===== src/rtl/axi_lite_req_arbiter_if.sv =====
// Request/grant bundle between four requesters and the arbiter.
//   req[3:0]     level-sensitive requests from requesters 3..0
//   done         the current owner's transaction has completed
//   gnt[3:0]     one-hot grant (registered)
//   gnt_id[1:0]  binary index of the granted requester (registered)
//   gnt_valid    high exactly when gnt is nonzero
//   timeout_err  one-cycle pulse when a grant is forcibly released
// modport master: requester side; modport slave: arbiter side.
interface axi_lite_req_arbiter_if;
    logic [3:0] req;
    logic       done;
    logic [3:0] gnt;
    logic [1:0] gnt_id;
    logic       gnt_valid;
    logic       timeout_err;

    modport master (
        output req, done,
        input  gnt, gnt_id, gnt_valid, timeout_err
    );

    modport slave (
        input  req, done,
        output gnt, gnt_id, gnt_valid, timeout_err
    );
endinterface


===== src/rtl/axi_lite_req_arbiter.sv =====
// Four-way request arbiter with a two-state IDLE/BUSY FSM.
//   ACLK     clock, all state changes on the rising edge
//   ARESETN  asynchronous active-low reset
//   bus      axi_lite_req_arbiter_if.slave: req/done in, gnt/gnt_id/gnt_valid/timeout_err out
// Parameters:
//   RR_MODE  0 = fixed priority 3>2>1>0, 1 = round-robin from the last granted index
//   TIMEOUT  maximum BUSY cycles before a forced release; 0 disables the timeout
module axi_lite_req_arbiter #(
    parameter int unsigned RR_MODE = 0,
    parameter int unsigned TIMEOUT = 16
) (
    input logic                    ACLK,
    input logic                    ARESETN,
    axi_lite_req_arbiter_if.slave  bus
);

    localparam int unsigned CW = $clog2(TIMEOUT + 2);
    localparam logic [CW-1:0] CNT_LAST = (TIMEOUT > 0) ? CW'(TIMEOUT - 1) : '0;

    typedef enum logic {StIdle, StBusy} state_t;

    state_t          state_q;
    logic [1:0]      last_q;
    logic [CW-1:0]   cnt_q;
    logic            armed_q;

    logic [1:0]      win;
    logic [1:0]      idx;
    logic            to_hit;

    // Winner selection: the last candidate written in each loop has priority.
    always_comb begin
        win = '0;
        idx = '0;
        if (RR_MODE != 0) begin
            // Search order last-1, last-2, last-3, last (mod 4).
            for (int k = 4; k >= 1; k--) begin
                idx = last_q - 2'(k);
                if (bus.req[idx]) win = idx;
            end
        end else begin
            for (int i = 0; i < 4; i++) begin
                if (bus.req[i]) win = 2'(i);
            end
        end
    end

    assign to_hit = (TIMEOUT != 0) && (cnt_q == CNT_LAST);

    always_ff @(posedge ACLK or negedge ARESETN) begin
        if (!ARESETN) begin
            state_q         <= StIdle;
            last_q          <= '0;
            cnt_q           <= '0;
            armed_q         <= 1'b0;
            bus.gnt         <= '0;
            bus.gnt_id      <= '0;
            bus.gnt_valid   <= 1'b0;
            bus.timeout_err <= 1'b0;
        end else begin
            // First edge after reset only arms the arbiter, so no grant lands on it.
            armed_q         <= 1'b1;
            bus.timeout_err <= 1'b0;
            unique case (state_q)
                StIdle: begin
                    if (armed_q && (|bus.req)) begin
                        bus.gnt       <= 4'b0001 << win;
                        bus.gnt_id    <= win;
                        bus.gnt_valid <= 1'b1;
                        last_q        <= win;
                        cnt_q         <= '0;
                        state_q       <= StBusy;
                    end
                end
                StBusy: begin
                    // done wins over a coincident timeout.
                    if (bus.done || to_hit) begin
                        bus.gnt         <= '0;
                        bus.gnt_valid   <= 1'b0;
                        bus.timeout_err <= !bus.done;
                        state_q         <= StIdle;
                    end else if (TIMEOUT != 0) begin
                        cnt_q <= cnt_q + 1'b1;
                    end
                end
                default: state_q <= StIdle;
            endcase
        end
    end

endmodule


===== src/flat_wrapper.sv =====
// flat-port wrapper written by rule: the top's interface ports become plain ports
module axi_lite_req_arbiter_flat 
#(
    parameter int unsigned RR_MODE = 0,
    parameter int unsigned TIMEOUT = 16
)
  (ACLK, ARESETN, bus_req, bus_done, bus_gnt, bus_gnt_id, bus_gnt_valid, bus_timeout_err);
  axi_lite_req_arbiter_if bus_i ();
  input logic ACLK;
  input logic ARESETN;
  input wire logic [$bits(bus_i.req)-1:0] bus_req;
  input wire logic [$bits(bus_i.done)-1:0] bus_done;
  output wire logic [$bits(bus_i.gnt)-1:0] bus_gnt;
  output wire logic [$bits(bus_i.gnt_id)-1:0] bus_gnt_id;
  output wire logic [$bits(bus_i.gnt_valid)-1:0] bus_gnt_valid;
  output wire logic [$bits(bus_i.timeout_err)-1:0] bus_timeout_err;
  assign bus_i.req = bus_req;
  assign bus_i.done = bus_done;
  assign bus_gnt = bus_i.gnt;
  assign bus_gnt_id = bus_i.gnt_id;
  assign bus_gnt_valid = bus_i.gnt_valid;
  assign bus_timeout_err = bus_i.timeout_err;
  axi_lite_req_arbiter #(.RR_MODE(RR_MODE), .TIMEOUT(TIMEOUT)) u_core (.ACLK(ACLK), .ARESETN(ARESETN), .bus(bus_i));
endmodule

===== config.mk =====
export PLATFORM = sky130hd
export DESIGN_NAME = axi_lite_req_arbiter_flat
export DESIGN_NICKNAME = d
export VERILOG_FILES = /design/src/rtl/axi_lite_req_arbiter_if.sv /design/src/rtl/axi_lite_req_arbiter.sv /design/src/flat_wrapper.sv
export SDC_FILE = /design/constraint.sdc
export NUM_CORES = 1
export LEC_CHECK = 0
export ABC_AREA = 0
export CORE_MARGIN = 2
export CORE_UTILIZATION = 45
export DETAILED_ROUTE_END_ITERATION = 6
export PLACE_DENSITY = 0.73
export SLEW_MARGIN = 20
export SYNTH_ARGS = -nofsm -noshare
export SYNTH_HDL_FRONTEND = slang
export SYNTH_SLANG_ARGS = --single-unit

===== constraint.sdc =====
create_clock -name ACLK -period 2.8 [get_ports ACLK]
set_clock_uncertainty 0.1 [all_clocks]
set_input_delay 0.56 -clock ACLK [delete_from_list [all_inputs] [get_ports ACLK]]
set_output_delay 0.56 -clock ACLK [all_outputs]
set_load 0.1 [all_outputs]

==> flow_metrics.tcl, run 1 <==
set metrics [dict create \
    yosysSeqAreaShare 0.5671 \
    crit_family "simple AND/OR/NAND/NOR gates" \
    diodes 0 \
    cts_tree "built" \
    rrSetupSlack_ps 600 \
    slew_headroom 0.5605 \
    post_drt_wl_per_cell_um 13.00 \
    grt_setup_unrepaired "no" \
    ios 15 \
    synth_top_area_frac 0.5671 \
    ys_top_cells_by_area "dfrtp_1, o21ai_0, nand2_1" \
    synthArstFlopShare 1.000 \
    ant_nets 0 \
    num_rows 13 \
    synth_cell_types 25 \
    synth-main-ff-cell "dfrtp_1" \
    hold_violations 0 \
    dp_hpwl_um 903.5 \
    period_needed_ps 2195 \
    netlist_instances 64 \
    min_period_over_period 0.7840 \
    ctsResizeCount 0 \
    cts_root_buffer "clkbuf_4" \
    max_freq_mhz 455.5 \
    crit_fanout 7 \
    cp_data_required_time_ps 2900 \
    grt_max_degree 16 \
    clk_path_buf_depth 2 \
    drc_errors 0 \
    end_kind "flop" \
    worstMarginPinSlew_ps 657.3 \
    grt.overflow.total 0 \
    syn_nets 73 \
    path_common_cell "ha_1" \
    die_w_um 42.35 \
    syn_area_sq_um 661.9 \
    cp_cell_sequence "ha_1 > and3_1 > ha_1 > or3b_1 > or3_1 > a21oi_1" \
    holdPathEnd "u_core.bus.gnt_valid$_DFFE_PN0P_" \
    final_util 0.6135 \
    dr.pass1.iters 4 \
    slowest_stage "or3b_1" \
    clk_latency_ps 270 \
    ctsHoldBuffers 0 \
    cts_setup_buffers 0 \
    drt-met1-wl_um 673 \
    wirelength_um 1235 \
    arrival_ps 2300 \
    powerDensity_nw_per_um2 788.1 \
    fill_cells 119 \
    dieArea_sq_um 1794 \
    r2r-end "u_core.cnt_q[3]$_DFFE_PN0P_" \
    dieHeight_um 42.35 \
    grt_usage 0.1691 \
    leakage_uw 0.0003838 \
    antenna_found_initial 0 \
    cap_violations 0 \
    tns_ps 0 \
    yosys_warnings 0 \
    dr_wl_met3_um 38 \
    cts_buffers 3 \
    cp_num_buf_inv 0 \
    min_from "u_core.bus.gnt_valid$_DFFE_PN0P_" \
    hold_path_depth 1 \
    port_buffers 14 \
    clock_sinks 15 \
    avgSynthCellArea_sq_um 10.34 \
    htreeDepth 1 \
    cts.clk_slew.worst_paths_ps 90 \
    nets 90 \
    status "complete, no violations" \
    crit_type "reg -> reg" \
    synthTopCellsByCount "dfrtp_1, o21ai_0, nand2_1" \
    viasPerCell 5.358 \
    synth_area_leader_cell "dfrtp_1" \
    slew_violations 0 \
    drtIter0Drc 17 \
    start_util 0.4962 \
    vias 509 \
    routed-wl-met2_um 522 \
    top_layer "met3" \
    place_ws_ps 572.0 \
    grt_pass1_vias 485 \
    peakVddDrop_uv 504.2 \
    drive_gt1_frac 0.1375 \
    slowest_delay_ps 470 \
    syn2layout_area_growth_pct 23.63 \
    grt_pass1_wl_um 2214 \
    synth_edf_count 0 \
    ys_seq_elements 15 \
    setup_slack_ps 604.8 \
    setup_viol 0 \
    startpoint_type "flop" \
    coreArea_sq_um 1334 \
    yosysMostFrequentCell "dfrtp_1" \
    r2r-start "u_core.cnt_q[0]$_DFFE_PN0P_" \
    rr_worst_depth 6 \
    routabilityCongestion 0.8372 \
    hold_path_class "reg -> reg" \
]
==> cell type report <==
cell class                 count  area [sq um]  share of cell area
inverter                       4         15.01             0.01835
clock buffer                   4         26.28             0.03211
multi-input combinational     43         262.8              0.3211
tap                           15         18.77             0.02294
sequential                    15         375.4              0.4587
timing repair buffer          14         120.1              0.1468
==> layer usage <==
| layer | track usage | vias to the layer above |
|---|---|---|
| met5 | 0 | - |
| met3 | 0.05603 | 0 |
| met4 | 0.09375 | 0 |
| li1 | - | 256 |
| met2 | 0.2246 | 8 |
| met1 | 0.2384 | 245 |
==> flip-flops by register name (all words and copies together) (netlist names) <==
register / flops
u_core.cnt_q: 5
u_core.bus.gnt: 4
u_core.bus.timeout_err: 1
u_core.armed_q: 1
u_core.bus.gnt_id: 2
u_core.bus.gnt_valid: 1
u_core.state_q: 1
==> worst reg2reg max path: stages, from the launching register on <==
cell     delay, ps
dfrtp_1        410
ha_1           230
and3_1         170
ha_1           230
or3b_1         470
or3_1          380
a21oi_1        130
==> how the worst max path moves through the flow <==
stage / startpoint / slack, ps / depth (start not counted) / endpoint
floorplan: u_core.cnt_q[0]$_DFFE_PN0P_ / 710 / 7 / u_core.cnt_q[3]$_DFFE_PN0P_
global placement: bus_done / 590 / 4 / u_core.cnt_q[3]$_DFFE_PN0P_
detailed placement: bus_req[1] / 570 / 4 / u_core.cnt_q[1]$_DFFE_PN0P_
CTS: u_core.cnt_q[0]$_DFFE_PN0P_ / 590 / 6 / u_core.cnt_q[3]$_DFFE_PN0P_
global route: u_core.cnt_q[0]$_DFFE_PN0P_ / 490 / 6 / u_core.cnt_q[3]$_DFFE_PN0P_
finish: u_core.cnt_q[0]$_DFFE_PN0P_ / 600 / 6 / u_core.cnt_q[3]$_DFFE_PN0P_
==> stage by stage <==
stage                     hold WS, ps  area [sq um]  cells  total power (uW)
after floorplan                 164.4         661.9     64             465.8
after global placement          368.6         792.0     91             524.9
after detailed placement        379.6         792.0     91             527.9
after CTS                       403.3         818.3     95             650.7
after global routing            411.0         818.3     95             681.1
final                           398.4         818.3     95             644.9
==> layout by cell type (no fill, tap or decap), types with 2 or more instances in the layout <==
master	count
dfrtp_1	15
o21ai_0	9
buf_4	8
nand2_1	7
clkdlybuf4s50_1	6
inv_1	4
nor2_1	3
clkbuf_4	3
and3b_1	2
or3_1	2
mux2i_1	2
a21oi_1	2
o22ai_1	2
ha_1	2
==> power breakdown <==
part           switching, uW  internal, uW
Sequential              27.0           254
Clock                   66.2          55.2
Combinational            182          60.6
Total                    275           369
==> logic make-up after synthesis <==
family | count (synthesis) | share of synthesized area
buffers and inverters | 6 | 0.03590
adders and majority gates | 2 | 0.03780
and+or+nand+nor | 21 | 0.1758
muxes | 2 | 0.03025
other | 1 | 0.005666
AOI/OAI and AO/OA | 17 | 0.1475
DFF | 15 | 0.5671
No activity file was read; power rests on OpenSTA's default activity.
==> run 2, diff against run 1 <==
--- a/config.mk
+++ b/config.mk
@@ -7,9 +7,9 @@
 export LEC_CHECK = 0
 export ABC_AREA = 0
 export CORE_MARGIN = 2
-export CORE_UTILIZATION = 45
+export CORE_UTILIZATION = 42
 export DETAILED_ROUTE_END_ITERATION = 6
-export PLACE_DENSITY = 0.73
+export PLACE_DENSITY = 0.71
 export SLEW_MARGIN = 20
 export SYNTH_ARGS = -nofsm -noshare
 export SYNTH_HDL_FRONTEND = slang
==> constraint.sdc (replaced) <==
create_clock -name ACLK -period 2 [get_ports ACLK]
set_clock_uncertainty 0.1 [all_clocks]
set_input_delay 0.4 -clock ACLK [delete_from_list [all_inputs] [get_ports ACLK]]
set_output_delay 0.4 -clock ACLK [all_outputs]
set_load 0.1 [all_outputs]
==> flow_metrics.tcl, run 2 (same netlist as run 1, synthesis figures left out) <==
set metrics [dict create \
    cts.clk_slew.worst_paths_ps 90 \
    coreArea_sq_um 1489 \
    num_rows 14 \
    dr.pass1.iters 4 \
    dp_hpwl_um 1048 \
    setup_viol 0 \
    fill_cells 108 \
    crit_type "reg -> reg" \
    cp_num_buf_inv 0 \
    period_needed_ps 1907 \
    drtIter0Drc 6 \
    hold_violations 0 \
    ios 15 \
    start_util 0.4445 \
    arrival_ps 2030 \
    grt_pass1_wl_um 2421 \
    viasPerCell 5.314 \
    dpl_cell_area_sq_um 960.9 \
    top_layer "met4" \
    ant_nets 0 \
    cts_root_buffer "clkbuf_4" \
    clkPwrFrac 0.176 \
    grt.overflow.total 0 \
    die_w_um 43.70 \
    clk_latency_ps 290 \
    crit_fanout 4 \
    slowest_delay_ps 420 \
    clk_path_buf_depth 2 \
    net-switching-power_uw 420.2 \
    top_register "u_core.cnt_q" \
    drt-met1-wl_um 663 \
    vias 558 \
    wirelength_um 1464 \
    grt_usage 0.1791 \
    powerDensity_nw_per_um2 1018 \
    cts_buffers 3 \
    dieArea_sq_um 1909 \
    largest_reg_flops 5 \
    routabilityCongestion 0.8258 \
    post_drt_wl_per_cell_um 13.94 \
    min_period_over_period 0.9536 \
    clock_sinks 15 \
    peakVddDrop_uv 692.3 \
    cts_tree "built" \
    cp_cell_sequence "ha_2 > and3_4 > ha_4 > or3b_1 > or3_1 > a21oi_2" \
    antenna_found_initial 0 \
    nets 99 \
    htreeDepth 1 \
    pwr-share-seq 0.402 \
    diodes 0 \
    ctsHoldBuffers 0 \
    pwr-share-comb 0.422 \
    crit_family "simple AND/OR/NAND/NOR gates" \
    grt_max_degree 16 \
    startpoint_type "flop" \
    tns_ps 0 \
    drc_errors 0 \
    leakage_uw 0.0004525 \
    cp_data_required_time_ps 2130 \
    cap_violations 0 \
    final_cell_mix "dfrtp_1, buf_4, o21ai_0, nand2_1, buf_12" \
    grt_setup_unrepaired "no" \
    fin_area_sq_um 1002 \
    hold_path_class "in -> async" \
    dieHeight_um 43.70 \
    final_common_cell "dfrtp_1" \
    internal_power_uw 600.3 \
    drive_gt1_frac 0.2809 \
    reg.largest.list "u_core.cnt_q (5), u_core.bus.gnt (4), u_core.bus.gnt_id (2)" \
    slowest_stage "dfrtp_1" \
    status "complete, no violations" \
    port_buffers 14 \
    syn2layout_area_growth_pct 51.42 \
    grt_pass1_vias 575 \
    slew_violations 0 \
    routed-wl-met2_um 717 \
    dr_wl_met3_um 52 \
    swShare 0.4118 \
    end_kind "flop" \
    max_freq_mhz 524.3 \
]
-- run 2: cell types whose count changed in the layout (fill, tap and decap cells not counted), sizes merged --
| cell | before | now |
|---|---|---|
| buf | 8 | 17 |
-- run 2: metrics by stage --
stage               worst slack (ps)  utilization  power [uW]  hold slack [ps]  std cells
global placement               101.2       0.6454       830.8            390.7        100
global route                   29.03       0.6731        1063            334.8        105
finish                         92.71       0.6731        1020            324.1        105
detailed placement             47.61       0.6454       834.5            410.3        100
CTS                            34.31       0.6630        1017            326.0        104
floorplan                      10.78            -       657.7            4.409         64
-- run 2: what timing repair did --
item                                    4_1_cts  5_1_grt
gates resized for setup                       0        4
setup buffers                                 0        1
endpoints found under the setup margin        0        3
-- run 2: worst paths after layout --
kind | startpoint | end | slack, ps | depth (start not counted)
min in group ACLK | u_core.cnt_q[4]$_DFFE_PN0P_ | u_core.cnt_q[4]$_DFFE_PN0P_ | 430 | 2
min | ARESETN | u_core.bus.gnt[0]$_DFFE_PN0P_ | 320 | 2
max in group asynchronous | ARESETN | u_core.cnt_q[2]$_DFFE_PN0P_ | 1310 | 2
max | u_core.cnt_q[0]$_DFFE_PN0P_ | u_core.cnt_q[3]$_DFFE_PN0P_ | 90 | 6
min reg2reg | u_core.cnt_q[4]$_DFFE_PN0P_ | u_core.cnt_q[4]$_DFFE_PN0P_ | 430 | 2
max reg2reg | u_core.cnt_q[0]$_DFFE_PN0P_ | u_core.cnt_q[3]$_DFFE_PN0P_ | 90 | 6
-- run 2: per-layer routing --
metal | up-vias | global-route usage
met2 | 14 | 0.2853
li1 | 275 | -
met3 | 4 | 0.03750
met5 | - | 0
met4 | 0 | 0.1273
met1 | 265 | 0.2135
-- run 2: layout make-up --
type / count / area [sq um] / area share
Sequential cell: 15 / 375.4 / 0.3745
Timing Repair Buffer: 23 / 275.3 / 0.2747
Tap cell: 16 / 20.02 / 0.01998
Multi-Input combinational cell: 43 / 290.3 / 0.2896
Clock buffer: 4 / 26.28 / 0.02622
Inverter: 4 / 15.01 / 0.01498
-- run 2: power by group through the flow --
stage	sequential, uW	combinational, uW	clock (uW)
after global routing	415	451	197
after CTS	409	420	188
after floorplan	570	87.3	0
final	410	431	180
after global placement	413	418	0
after detailed placement	415	420	0
==> run 3, diff against run 2 <==
--- a/config.mk
+++ b/config.mk
@@ -14,3 +14,4 @@
 export SYNTH_ARGS = -nofsm -noshare
 export SYNTH_HDL_FRONTEND = slang
 export SYNTH_SLANG_ARGS = --single-unit
+export TNS_END_PERCENT = 30
==> results of run 3 <==
Same layout as run 2: the final DEF is identical, and so are final timing and power.
